## src/rtl/pipe_pkg.sv

```systemverilog
// Shared pipeline encodings for the hazard unit: FSM states, ResultSrc and
// forward-select codes.
package pipe_pkg;

  typedef enum logic [1:0] {
    RUN   = 2'd0,
    MWAIT = 2'd1,
    ERR   = 2'd2
  } state_e;

  localparam logic [1:0] RES_ALU  = 2'b00;
  localparam logic [1:0] RES_LOAD = 2'b01;
  localparam logic [1:0] RES_PC4  = 2'b10;

  localparam logic [1:0] FWD_RF  = 2'b00;
  localparam logic [1:0] FWD_WB  = 2'b01;
  localparam logic [1:0] FWD_MEM = 2'b10;

endpackage

```

## src/rtl/hazard_fwd_sel.sv

```systemverilog
// One Execute-operand forward select. The Memory stage wins over Writeback
// because it holds the younger value. x0 is never forwarded.
module hazard_fwd_sel
  import pipe_pkg::*;
(
  input  logic [4:0] rs_e,
  input  logic [4:0] rd_m,
  input  logic       reg_write_m,
  input  logic [4:0] rd_w,
  input  logic       reg_write_w,
  output logic [1:0] fwd
);

  // priority select: Memory, then Writeback, else register file
  always_comb begin
    fwd = FWD_RF;
    if (reg_write_m && (rd_m != 5'd0) && (rd_m == rs_e))
      fwd = FWD_MEM;
    else if (reg_write_w && (rd_w != 5'd0) && (rd_w == rs_e))
      fwd = FWD_WB;
  end

endmodule

```

## src/rtl/hazard_unit.sv

```systemverilog
// Pipeline hazard unit: operand forwarding, load-use stall, branch flush and
// data-memory wait handling with a timeout error state.
// Optional macro HAZARD_PERF_CNT_EN adds saturating stall/flush counters;
// without it StallCnt/FlushCnt read as zero.
module hazard_unit
  import pipe_pkg::*;
#(
  parameter int MEM_TIMEOUT = 16
) (
  input  logic        CLK,
  input  logic        RST,
  input  logic [4:0]  Rs1D,
  input  logic [4:0]  Rs2D,
  input  logic [4:0]  Rs1E,
  input  logic [4:0]  Rs2E,
  input  logic [4:0]  RdE,
  input  logic [1:0]  ResultSrcE,
  input  logic        PCSrcE,
  input  logic [4:0]  RdM,
  input  logic        RegWriteM,
  input  logic [4:0]  RdW,
  input  logic        RegWriteW,
  input  logic        MemReqM,
  input  logic        MemReadyM,
  output logic        StallF,
  output logic        StallD,
  output logic        StallE,
  output logic        StallM,
  output logic        FlushD,
  output logic        FlushE,
  output logic [1:0]  ForwardAE,
  output logic [1:0]  ForwardBE,
  output logic        MemErr,
  output logic [31:0] StallCnt,
  output logic [31:0] FlushCnt
);

  localparam int CW = $clog2(MEM_TIMEOUT + 1);

  state_e          state_q, state_d;
  logic [CW-1:0]   wait_cnt_q, wait_cnt_d;
  logic            mem_err_q, mem_err_d;
  logic            lw_stall, mem_wait, in_err;

  hazard_fwd_sel u_fwd_a (
    .rs_e(Rs1E), .rd_m(RdM), .reg_write_m(RegWriteM),
    .rd_w(RdW), .reg_write_w(RegWriteW), .fwd(ForwardAE)
  );

  hazard_fwd_sel u_fwd_b (
    .rs_e(Rs2E), .rd_m(RdM), .reg_write_m(RegWriteM),
    .rd_w(RdW), .reg_write_w(RegWriteW), .fwd(ForwardBE)
  );

  assign in_err   = (state_q == ERR);
  assign lw_stall = (ResultSrcE == RES_LOAD) && (RdE != 5'd0) &&
                    ((RdE == Rs1D) || (RdE == Rs2D));
  assign mem_wait = MemReqM && !MemReadyM && !in_err;

  // next state and consecutive-wait counter; the Nth wait edge enters ERR
  always_comb begin
    state_d    = state_q;
    wait_cnt_d = '0;
    if (in_err) begin
      state_d = ERR;
    end else if (mem_wait) begin
      wait_cnt_d = wait_cnt_q + CW'(1);
      state_d    = (wait_cnt_q == CW'(MEM_TIMEOUT - 1)) ? ERR : MWAIT;
    end else begin
      state_d = RUN;
    end
    mem_err_d = (state_d == ERR);
  end

  // FSM, wait counter and sticky error flop
  always_ff @(posedge CLK) begin
    if (RST) begin
      state_q    <= RUN;
      wait_cnt_q <= '0;
      mem_err_q  <= 1'b0;
    end else begin
      state_q    <= state_d;
      wait_cnt_q <= wait_cnt_d;
      mem_err_q  <= mem_err_d;
    end
  end

  assign MemErr = mem_err_q;

  // stall/flush priority: reset, ERR/memory wait, taken branch, load-use
  always_comb begin
    StallF = 1'b0;
    StallD = 1'b0;
    StallE = 1'b0;
    StallM = 1'b0;
    FlushD = 1'b0;
    FlushE = 1'b0;
    if (RST) begin
      FlushD = 1'b1;
      FlushE = 1'b1;
    end else if (in_err || mem_wait) begin
      StallF = 1'b1;
      StallD = 1'b1;
      StallE = 1'b1;
      StallM = 1'b1;
    end else if (PCSrcE) begin
      // wrong-path Decode instruction is discarded, so no load-use stall
      FlushD = 1'b1;
      FlushE = 1'b1;
    end else if (lw_stall) begin
      StallF = 1'b1;
      StallD = 1'b1;
      FlushE = 1'b1;
    end
  end

`ifdef HAZARD_PERF_CNT_EN
  logic [31:0] stall_cnt_q, stall_cnt_d;
  logic [31:0] flush_cnt_q, flush_cnt_d;

  // saturating event counters
  always_comb begin
    stall_cnt_d = stall_cnt_q;
    flush_cnt_d = flush_cnt_q;
    if (StallF && (stall_cnt_q != 32'hFFFF_FFFF)) stall_cnt_d = stall_cnt_q + 32'd1;
    if (FlushD && (flush_cnt_q != 32'hFFFF_FFFF)) flush_cnt_d = flush_cnt_q + 32'd1;
  end

  // counter flops; reset holds them at zero
  always_ff @(posedge CLK) begin
    if (RST) begin
      stall_cnt_q <= '0;
      flush_cnt_q <= '0;
    end else begin
      stall_cnt_q <= stall_cnt_d;
      flush_cnt_q <= flush_cnt_d;
    end
  end

  assign StallCnt = stall_cnt_q;
  assign FlushCnt = flush_cnt_q;
`else
  assign StallCnt = 32'd0;
  assign FlushCnt = 32'd0;
`endif

endmodule

```

## config.mk

```make
export PLATFORM = sky130hd
export DESIGN_NAME = hazard_unit
export DESIGN_NICKNAME = d
export VERILOG_FILES = /design/src/rtl/pipe_pkg.sv /design/src/rtl/hazard_fwd_sel.sv /design/src/rtl/hazard_unit.sv
export SDC_FILE = /design/constraint.sdc
export NUM_CORES = 1
export LEC_CHECK = 0
export ABC_AREA = 0
export BUFFER_PORTS_ARGS = -buffer_cell sky130_fd_sc_hd__buf_2
export CORE_ASPECT_RATIO = 1.5
export CORE_MARGIN = 2
export CORE_UTILIZATION = 30
export DETAILED_ROUTE_END_ITERATION = 10
export PLACE_DENSITY_LB_ADDON = 0.05
export REMOVE_ABC_BUFFERS = 1
export SYNTH_ARGS = -nofsm -noshare
export SYNTH_HDL_FRONTEND = slang
export SYNTH_HIERARCHICAL = 1
export SYNTH_SLANG_ARGS = --single-unit
```

## constraint.sdc

```tcl
create_clock -name CLK -period 2.1 [get_ports CLK]
set_input_delay 0 -clock CLK [delete_from_list [all_inputs] [get_ports CLK]]
set_output_delay 0 -clock CLK [all_outputs]
set_load 0.02 [all_outputs]
```

Word level (Yosys, flattened, before mapping)
Cells that the tools add are included.
W data, S select, Z words.

word-level totals
  register bits = 8
  output and inout port bits = 75

operators by class
  add/subtract/negate cells = 1
  equality and inequality tests = 10
  mux-type cells = 19
  bitwise logic cells = 1
  reductions and logical operators = 18

operators with widths
  cell                   count
  $eq A5 B5 Y1           6
  $reduce_bool A5 Y1     3
  $mux W1                14
  $logic_and A1 B1 Y1    10
  $mux W2                5
  $add A5 B1 Y5 const B  1
  $eq A5 B4 Y1 const B   1
  $eq A2 B2 Y1 const B   2
  $reduce_or A3 Y1       1
  $eq A2 B1 Y1 const B   1
  $logic_not A1 Y1       2
  $logic_or A1 B1 Y1     2
  $not A1 Y1             1

Depth between registers and ports, before layout
Gate-level depths: netlist of run 1.

  depth after elaboration = 7
  depth in mapped cells = 5

Hierarchy
The synthesis of run 1 kept the hierarchy.

by module, submodules not included
  module          instances  cells each  area each (um2)  sequential area each (um2)
  hazard_unit     1          121         955.9            160.2
  hazard_fwd_sel  2          20          151.4            0.0

Least setup slack after synthesis of run 1
Ideal clock, no wire load.

  kind = reg-to-output
  from = reg state_q[0]
  to = out StallF
  data arrival time = 1.695 ns
  required time = 2.100 ns
  path slack = 0.405 ns
  cell stages (with the launch flop) = 6
  buffers on the path = 1
  cells stage by stage = dfxtp_1 nand2b_1 a31oi_1 inv_1 o31ai_1 buf_4

between the ends
  cells in the longest elaborated chain, start to end = 6

RTL lines
  item                       line                text
  start, declared            hazard_unit.sv:40   state_e state_q, state_d;
  start signal, assigned     hazard_unit.sv:82   state_q <= state_d;
  $eq A2 B2 Y1 (*)           hazard_unit.sv:55   assign in_err = (state_q == ERR);
  $logic_not A1 Y1           hazard_unit.sv:58   assign mem_wait = MemReqM && !MemReadyM && !in_err;
  $logic_and A1 B1 Y1        hazard_unit.sv:58
  $logic_or A1 B1 Y1 (*)     hazard_unit.sv:101  end else if (in_err || mem_wait) begin
  $mux W1 (*) (2 in series)  n/a
  end, declared              hazard_unit.sv:25   output logic StallF,

Every way passes the cells marked *; elsewhere a longest branch is shown, timed or not.

Worst setup path after layout of run 1
  from = reg state_q[0]
  to = out StallF

between the ends
  cells in the longest elaborated chain, start to end = 6

RTL lines
  item                    line                text
  $eq A2 B2 Y1 (*)        hazard_unit.sv:55
  $logic_not A1 Y1        hazard_unit.sv:58
  $logic_and A1 B1 Y1     hazard_unit.sv:58
  $logic_or A1 B1 Y1 (*)  hazard_unit.sv:101
  $mux W1 (*)             hazard_unit.sv:101
  $mux W1 (*)             hazard_unit.sv:98   if (RST) begin

Marked as above.

==> out/qor.csv, run 1 <==
stage,metric,value,unit
placed_design,Port Buf Inserts,54,
sta,Slew Limit Fails,0,
route,ANT nets after route,0,
sta,minimum clock period,1530,ps
route,Avg WL per Cell,10.2,um
floorplanning,die width,56.9,um
final_layout,Area Overhead vs Synth,8.35,%
critical_path,CP cell instances,nand2b_1 -> a31oi_1 -> inv_1 -> o31ai_1 -> buf_2,
global_route,first-pass GRT wire length,4080,um
global_route,met2 Resource Use GR,0.205,
power_and_ir_drop,Power Dens Cells,436,mW/mm^2
critical_path,Worst Setup End Kind,output pin,
final_layout,layout cells sized above 1,0.304,
final_layout,number of diodes,0,
critical_path,CP Max Fanout,2,
global_route,met3 Usage GRT,0.0187,
synthesis,share of the synthesized area in the top cell type,0.394,
route,Vias per Instance,3.79,
floorplanning,I/O pins,119,
critical_path,Critical Path Source Type,flop,
floorplanning,die area,0.00474,sq mm
final_layout,final cell count without fillers,259,
clock_tree,post-cts resize count,0,
synthesis,"Seq/Total Area, Yosys",0.127,
global_route,GRT Resource Usage Total,0.103,
sta,"Period Utilization, post-route",0.727,
clock_tree,setup bufs post-CTS,0,
clock_tree,Clock Latency Late Sink,220,ps
global_route,initial antenna violation count,0,
power_and_ir_drop,Worst IR Drop VDD,0.312,mV
sta,final setup fails,0,
floorplanning,core area,0.00399,sq mm
placed_design,Final GP Congestion,0.793,
sta,unrepaired setup endpoints after global routing,no,
critical_path,critical path arrival,1530,ps
sta,f_max,655,MHz
clock_tree,clock buffer depth,2,
hold_path,Hold Startpoint,RST,
route,Detailed Routing Iterations Pass 1,2,
synthesis,Synth cell types,26,
sta,Clock Skew,3.42,ps
synthesis,Yosys reg bits,8,
clock_tree,CTS tree,built,
flow_run,MaxCap Viol Count,0,
synthesis,Post-Syn Area per Cell,7.82,sq um
synthesis,synth warn,6,
power_and_ir_drop,Leak,0.717,nW
critical_path,worst stage delay on the critical path,330,ps
clock_tree,Clock transition at path regs,40,ps
route,drc violations,0,
route,DRT Wirelength,2640,um
hold_path,Hold Path End,MemErr,
route,starting DRC count in detailed routing,5,
route,DR vias,981,
clock_tree,CTS H-tree depth,1,
sta,setup TNS,0,ps
final_layout,final net count,262,
synthesis,Syn Std Cell Area,0.00126,sq mm
clock_tree,root buffer cell,clkbuf_8,
critical_path,worst endpoint required time,2100,ps
critical_path,Slowest cell on crit path,o31ai_1,
global_route,gr ovfl total,0,
floorplanning,row count,28,
hold_path,Hold Path Cell Cnt,4,
global_route,vias in the first global route,911,
floorplanning,Initial Util,0.315,
clock_tree,total CTS buffers,3,
global_route,"Most Used Layer, Global Route",met2,
critical_path,CP Class,reg -> out,
placed_design,Detailed Place HPWL,2390,um
sta,final hold violation count,0,
outcome,status,"finished, final reports clean",
critical_path,RR Endpoint,state_q[1],
synthesis,Synth area leaders,"buf_4, dfxtp_1, xor2_1",
clock_tree,# hold bufs at CTS,0,
global_route,met1 GRT Util,0.102,
placed_design,DP Area,0.00132,sq mm
critical_path,Worst Reg-to-Reg Cells,5,
critical_path,RR Startpoint,wait_cnt_q[0],
clock_tree,clk sinks,8,
final_layout,# fillers,466,
synthesis,synthesized instance count,161,
floorplanning,die span in y,83.3,um
global_route,largest net degree at the start of global routing,7,
synthesis,Synth area leader,buf_4,
placed_design,placed instance count,256,
final_layout,Finished Cell Area,0.00136,sq mm
hold_path,HP Class,in -> reg,
critical_path,"reg-to-reg slack, setup",910,ps
[cell families after synthesis]
family                     Yosys count  share of synthesized area
adders and majority gates            2                     0.0199
buffers and inverters               71                      0.409
other                                1                    0.00298
DFF                                  8                      0.127
AOI/OAI and AO/OA                   12                     0.0875
xor gates and xnor gates            28                      0.195
and+or+nand+nor                     39                      0.159
[per-stage QoR]
stage	utilization	worst slack (ps)	power (mW)	hold slack, ps
after global routing	0.341	422	0.632	202
after global placement	0.331	821	0.413	335
after floorplan	-	300	0.333	125
after detailed placement	0.331	799	0.415	333
final	0.341	573	0.594	149
after CTS	0.341	548	0.598	154
[power by group]
part | total (mW) | internal [mW] | switching [mW]
clock network | 0.179 | 0.124 | 0.0552
registers | 0.156 | 0.154 | 0.00101
logic | 0.260 | 0.0738 | 0.186
total | 0.594 | 0.352 | 0.242
[metal layers]
layer | share of wire | up-vias
met4 | 0.0030 | 0
met2 | 0.57 | 57
li1 | - | 503
met1 | 0.33 | 419
met3 | 0.098 | 2
met5 | 0 | -
[placed cells by master (no fill, tap or decap)]
| master | netlist | layout |
|---|---|---|
| nor3_2 | 2 | 2 |
| a21oi_1 | 3 | 3 |
| conb_1 | 1 | 64 |
| a22oi_1 | 1 | 1 |
| a31oi_1 | 1 | 1 |
| nor2_1 | 13 | 13 |
| nor2b_1 | 2 | 2 |
| buf_2 | 0 | 54 |
| dfxtp_1 | 8 | 8 |
| o21ai_2 | 1 | 1 |
| or3_1 | 1 | 1 |
| nor3_1 | 6 | 6 |
| and3_1 | 1 | 1 |
| nor4_1 | 2 | 2 |
| or4_4 | 1 | 1 |
| nand3_1 | 5 | 5 |
| clkbuf_8 | 0 | 3 |
| o31ai_1 | 2 | 2 |
| xor2_1 | 17 | 17 |
| ha_1 | 2 | 2 |
| nand2b_1 | 2 | 2 |
| xnor2_1 | 11 | 11 |
| inv_1 | 4 | 4 |
| nand2_1 | 4 | 4 |
| a211oi_2 | 2 | 2 |
| o41ai_2 | 2 | 2 |
[worst max-delay path, delay by kind of cell, from the launching register on]
family,cells,cell delay [ps]
AOI/OAI and AO/OA,2,550
buffers and inverters,2,310
DFF,1,300
and+or+nand+nor,1,150
[synth_stat cells]
master     n
or3_1      1
xor2_1    17
nor2_1    13
nand2b_1   2
nor4_1     2
o41ai_2    2
clkbuf_1   1
dfxtp_1    8
a22oi_1    1
a31oi_1    1
a211oi_2   2
nor3_1     6
nor3_2     2
ha_1       2
buf_4     66
nand3_1    5
o31ai_1    2
a21oi_1    3
inv_1      4
and3_1     1
conb_1     1
nor2b_1    2
o21ai_2    1
nand2_1    4
xnor2_1   11
or4_4      1
[flip-flops by register name (all words and copies together) (netlist names)]
register and flops:
MemErr 1, state_q 2, wait_cnt_q 5
[how the worst max path moves through the flow]
stage,from,endpoint,slack (ps),cells past startpoint
3_5_place_dp,state_q[0],StallD,800,5
2_1_floorplan,state_q[0],StallD,300,4
5_1_grt,state_q[0],StallF,420,5
4_1_cts,state_q[0],StallF,550,5
6_report,state_q[0],StallF,570,5
3_3_place_gp,state_q[0],StallF,820,5
[area by class of cell]
cell class	count	area, sq um	share of cell area
flip-flops and latches	8	160	0.117
multi-input cells	145	821	0.602
well taps	45	56.3	0.0413
inverters	4	15.0	0.0110
clock buffers	3	41.3	0.0303
repair buffers	54	270	0.198
(Power assumes the default switching activity.)
==> inputs of run 2 (changes only) <==
clock period = 1.4 ns   (was 2.1 ns; I/O delays follow)
==> out/qor.csv, run 2 (synthesis results as in run 1) <==
stage,metric,value,unit
power_and_ir_drop,Reg power frac,0.255,
sta,worst setup margin,2.35,ps
flow_run,MaxCap Viol Count,0,
placed_design,Detailed Place HPWL,2390,um
sta,Slew Limit Fails,0,
hold_path,HP Class,in -> reg,
global_route,largest net degree at the start of global routing,7,
floorplanning,die width,56.9,um
clock_tree,total CTS buffers,3,
clock_tree,clock buffer depth,2,
placed_design,Final GP Congestion,0.809,
route,drc violations,0,
final_layout,final net count,265,
critical_path,Worst Setup End Kind,output pin,
power_and_ir_drop,Comb pwr share,0.448,
placed_design,DP Area,0.00133,sq mm
sta,f_max,715,MHz
route,DR vias,1013,
sta,"Period Utilization, post-route",0.998,
final_layout,number of flip-flops in the largest register,5,
floorplanning,row count,28,
final_layout,Reg with most FFs,wait_cnt_q,
final_layout,layout cells sized above 1,0.336,
critical_path,CP Max Fanout,2,
power_and_ir_drop,switching fraction of total power,0.409,
clock_tree,CTS H-tree depth,1,
route,starting DRC count in detailed routing,9,
final_layout,number of diodes,0,
critical_path,Critical Path Source Type,flop,
final_layout,# fillers,454,
critical_path,Worst Reg-to-Reg Cells,5,
global_route,vias in the first global route,993,
route,Detailed Routing Iterations Pass 1,4,
sta,Clock Skew,1.42,ps
final_layout,"commonest non-fill, non-tap cells in the layout","conb_1, buf_2, xor2_1",
clock_tree,# hold bufs at CTS,0,
floorplanning,core area,0.00399,sq mm
clock_tree,Clock Latency Late Sink,220,ps
floorplanning,Initial Util,0.315,
clock_tree,clk sinks,8,
critical_path,"reg-to-reg slack, setup",210,ps
global_route,GRT Resource Usage Total,0.106,
floorplanning,die span in y,83.3,um
sta,final setup fails,0,
sta,minimum clock period,1400,ps
critical_path,critical path arrival,1400,ps
sta,final hold violation count,0,
placed_design,Port Buf Inserts,54,
power_and_ir_drop,Power Dens Cells,637,mW/mm^2
power_and_ir_drop,Worst IR Drop VDD,0.501,mV
power_and_ir_drop,Clock power frac,0.297,
clock_tree,root buffer cell,clkbuf_8,
clock_tree,Clock transition at path regs,40,ps
route,ANT nets after route,0,
route,Avg WL per Cell,10.2,um
power_and_ir_drop,Internal Power,0.541,mW
final_layout,Area Overhead vs Synth,14.1,%
critical_path,RR Endpoint,state_q[1],
critical_path,worst endpoint required time,1400,ps
placed_design,dpl ws,81.8,ps
critical_path,Critical Path End,StallD,
route,Vias per Instance,3.87,
global_route,initial antenna violation count,0,
power_and_ir_drop,Leak,0.739,nW
sta,unrepaired setup endpoints after global routing,yes,
critical_path,RR Startpoint,wait_cnt_q[0],
clock_tree,CTS tree,built,
sta,WHS,214,ps
floorplanning,I/O pins,119,
floorplanning,die area,0.00474,sq mm
critical_path,CP Class,reg -> out,
critical_path,CP Launch Point,state_q[0],
global_route,gr ovfl total,0,
global_route,first-pass GRT wire length,4230,um
final_layout,"commonest non-fill, non-tap cell in the layout",conb_1,
power_and_ir_drop,Net Sw Power,0.374,mW
outcome,status,"finished, final reports clean",
route,DRT Wirelength,2660,um
final_layout,Finished Cell Area,0.00144,sq mm
## run 2: changes by cell type in the layout (fill, tap and decap cells not counted), sizes merged
cell  before  now
buf       54   57
## run 2: layout make-up
class	instances	area [sq um]	share of cell area
Clock buffer	3	41.3	0.0287
Multi-Input combinational cell	145	857	0.597
Inverter	4	15.0	0.0105
Sequential cell	8	161	0.112
Tap cell	45	56.3	0.0392
Timing Repair Buffer	57	305	0.213
## run 2: metal layers
layer | GRT usage | up-vias | part of all wire
met5 | 0 | - | 0
met4 | 0.0465 | 0 | 0.020
met3 | 0.0202 | 6 | 0.11
met2 | 0.206 | 61 | 0.56
met1 | 0.103 | 437 | 0.31
li1 | - | 509 | -
## run 2: per-stage QoR
| stage | setup TNS [ps] | total power, mW | utilization | cells |
|---|---|---|---|---|
| 6_report | 0 | 0.915 | 0.360 | 262 |
| 5_1_grt | -136 | 0.968 | 0.360 | 262 |
| 4_1_cts | 0 | 0.913 | 0.352 | 261 |
| 3_5_place_dp | 0 | 0.624 | 0.333 | 257 |
| 3_3_place_gp | 0 | 0.621 | 0.333 | 257 |
| 2_1_floorplan | -1090 | 0.500 | - | 157 |
## run 2: power by group through the flow
stage          sequential (mW)  combinational [mW]  clock, mW
2_1_floorplan            0.237               0.263          0
5_1_grt                  0.234               0.444      0.290
6_report                 0.234               0.410      0.271
3_5_place_dp             0.237               0.387          0
4_1_cts                  0.233               0.399      0.281
3_3_place_gp             0.237               0.384          0
## run 2: worst min-delay path by stage
| stage | depth (start not counted) | start | slack, ps | end |
|---|---|---|---|---|
| final | 4 | RST | 210 | MemErr |
| after global routing | 4 | RST | 250 | MemErr |
| after CTS | 4 | RST | 180 | MemErr |
| after detailed placement | 4 | RST | 370 | MemErr |
| after global placement | 4 | RST | 370 | state_q[1] |
| after floorplan | 2 | RegWriteM | 130 | ForwardAE[1] |
## run 2: repair_timing
action	4_1_cts	5_1_grt
gates resized for setup	6	5
pin swaps	2	2
setup buffers	1	1
endpoints found under the setup margin	2	3
## run 2: critical path, cell delays in order (launching register included)
cell      delay (ps)
dfxtp_2          310
nand2b_4         140
a31oi_4          190
inv_2             70
o31ai_4          300
buf_6            160
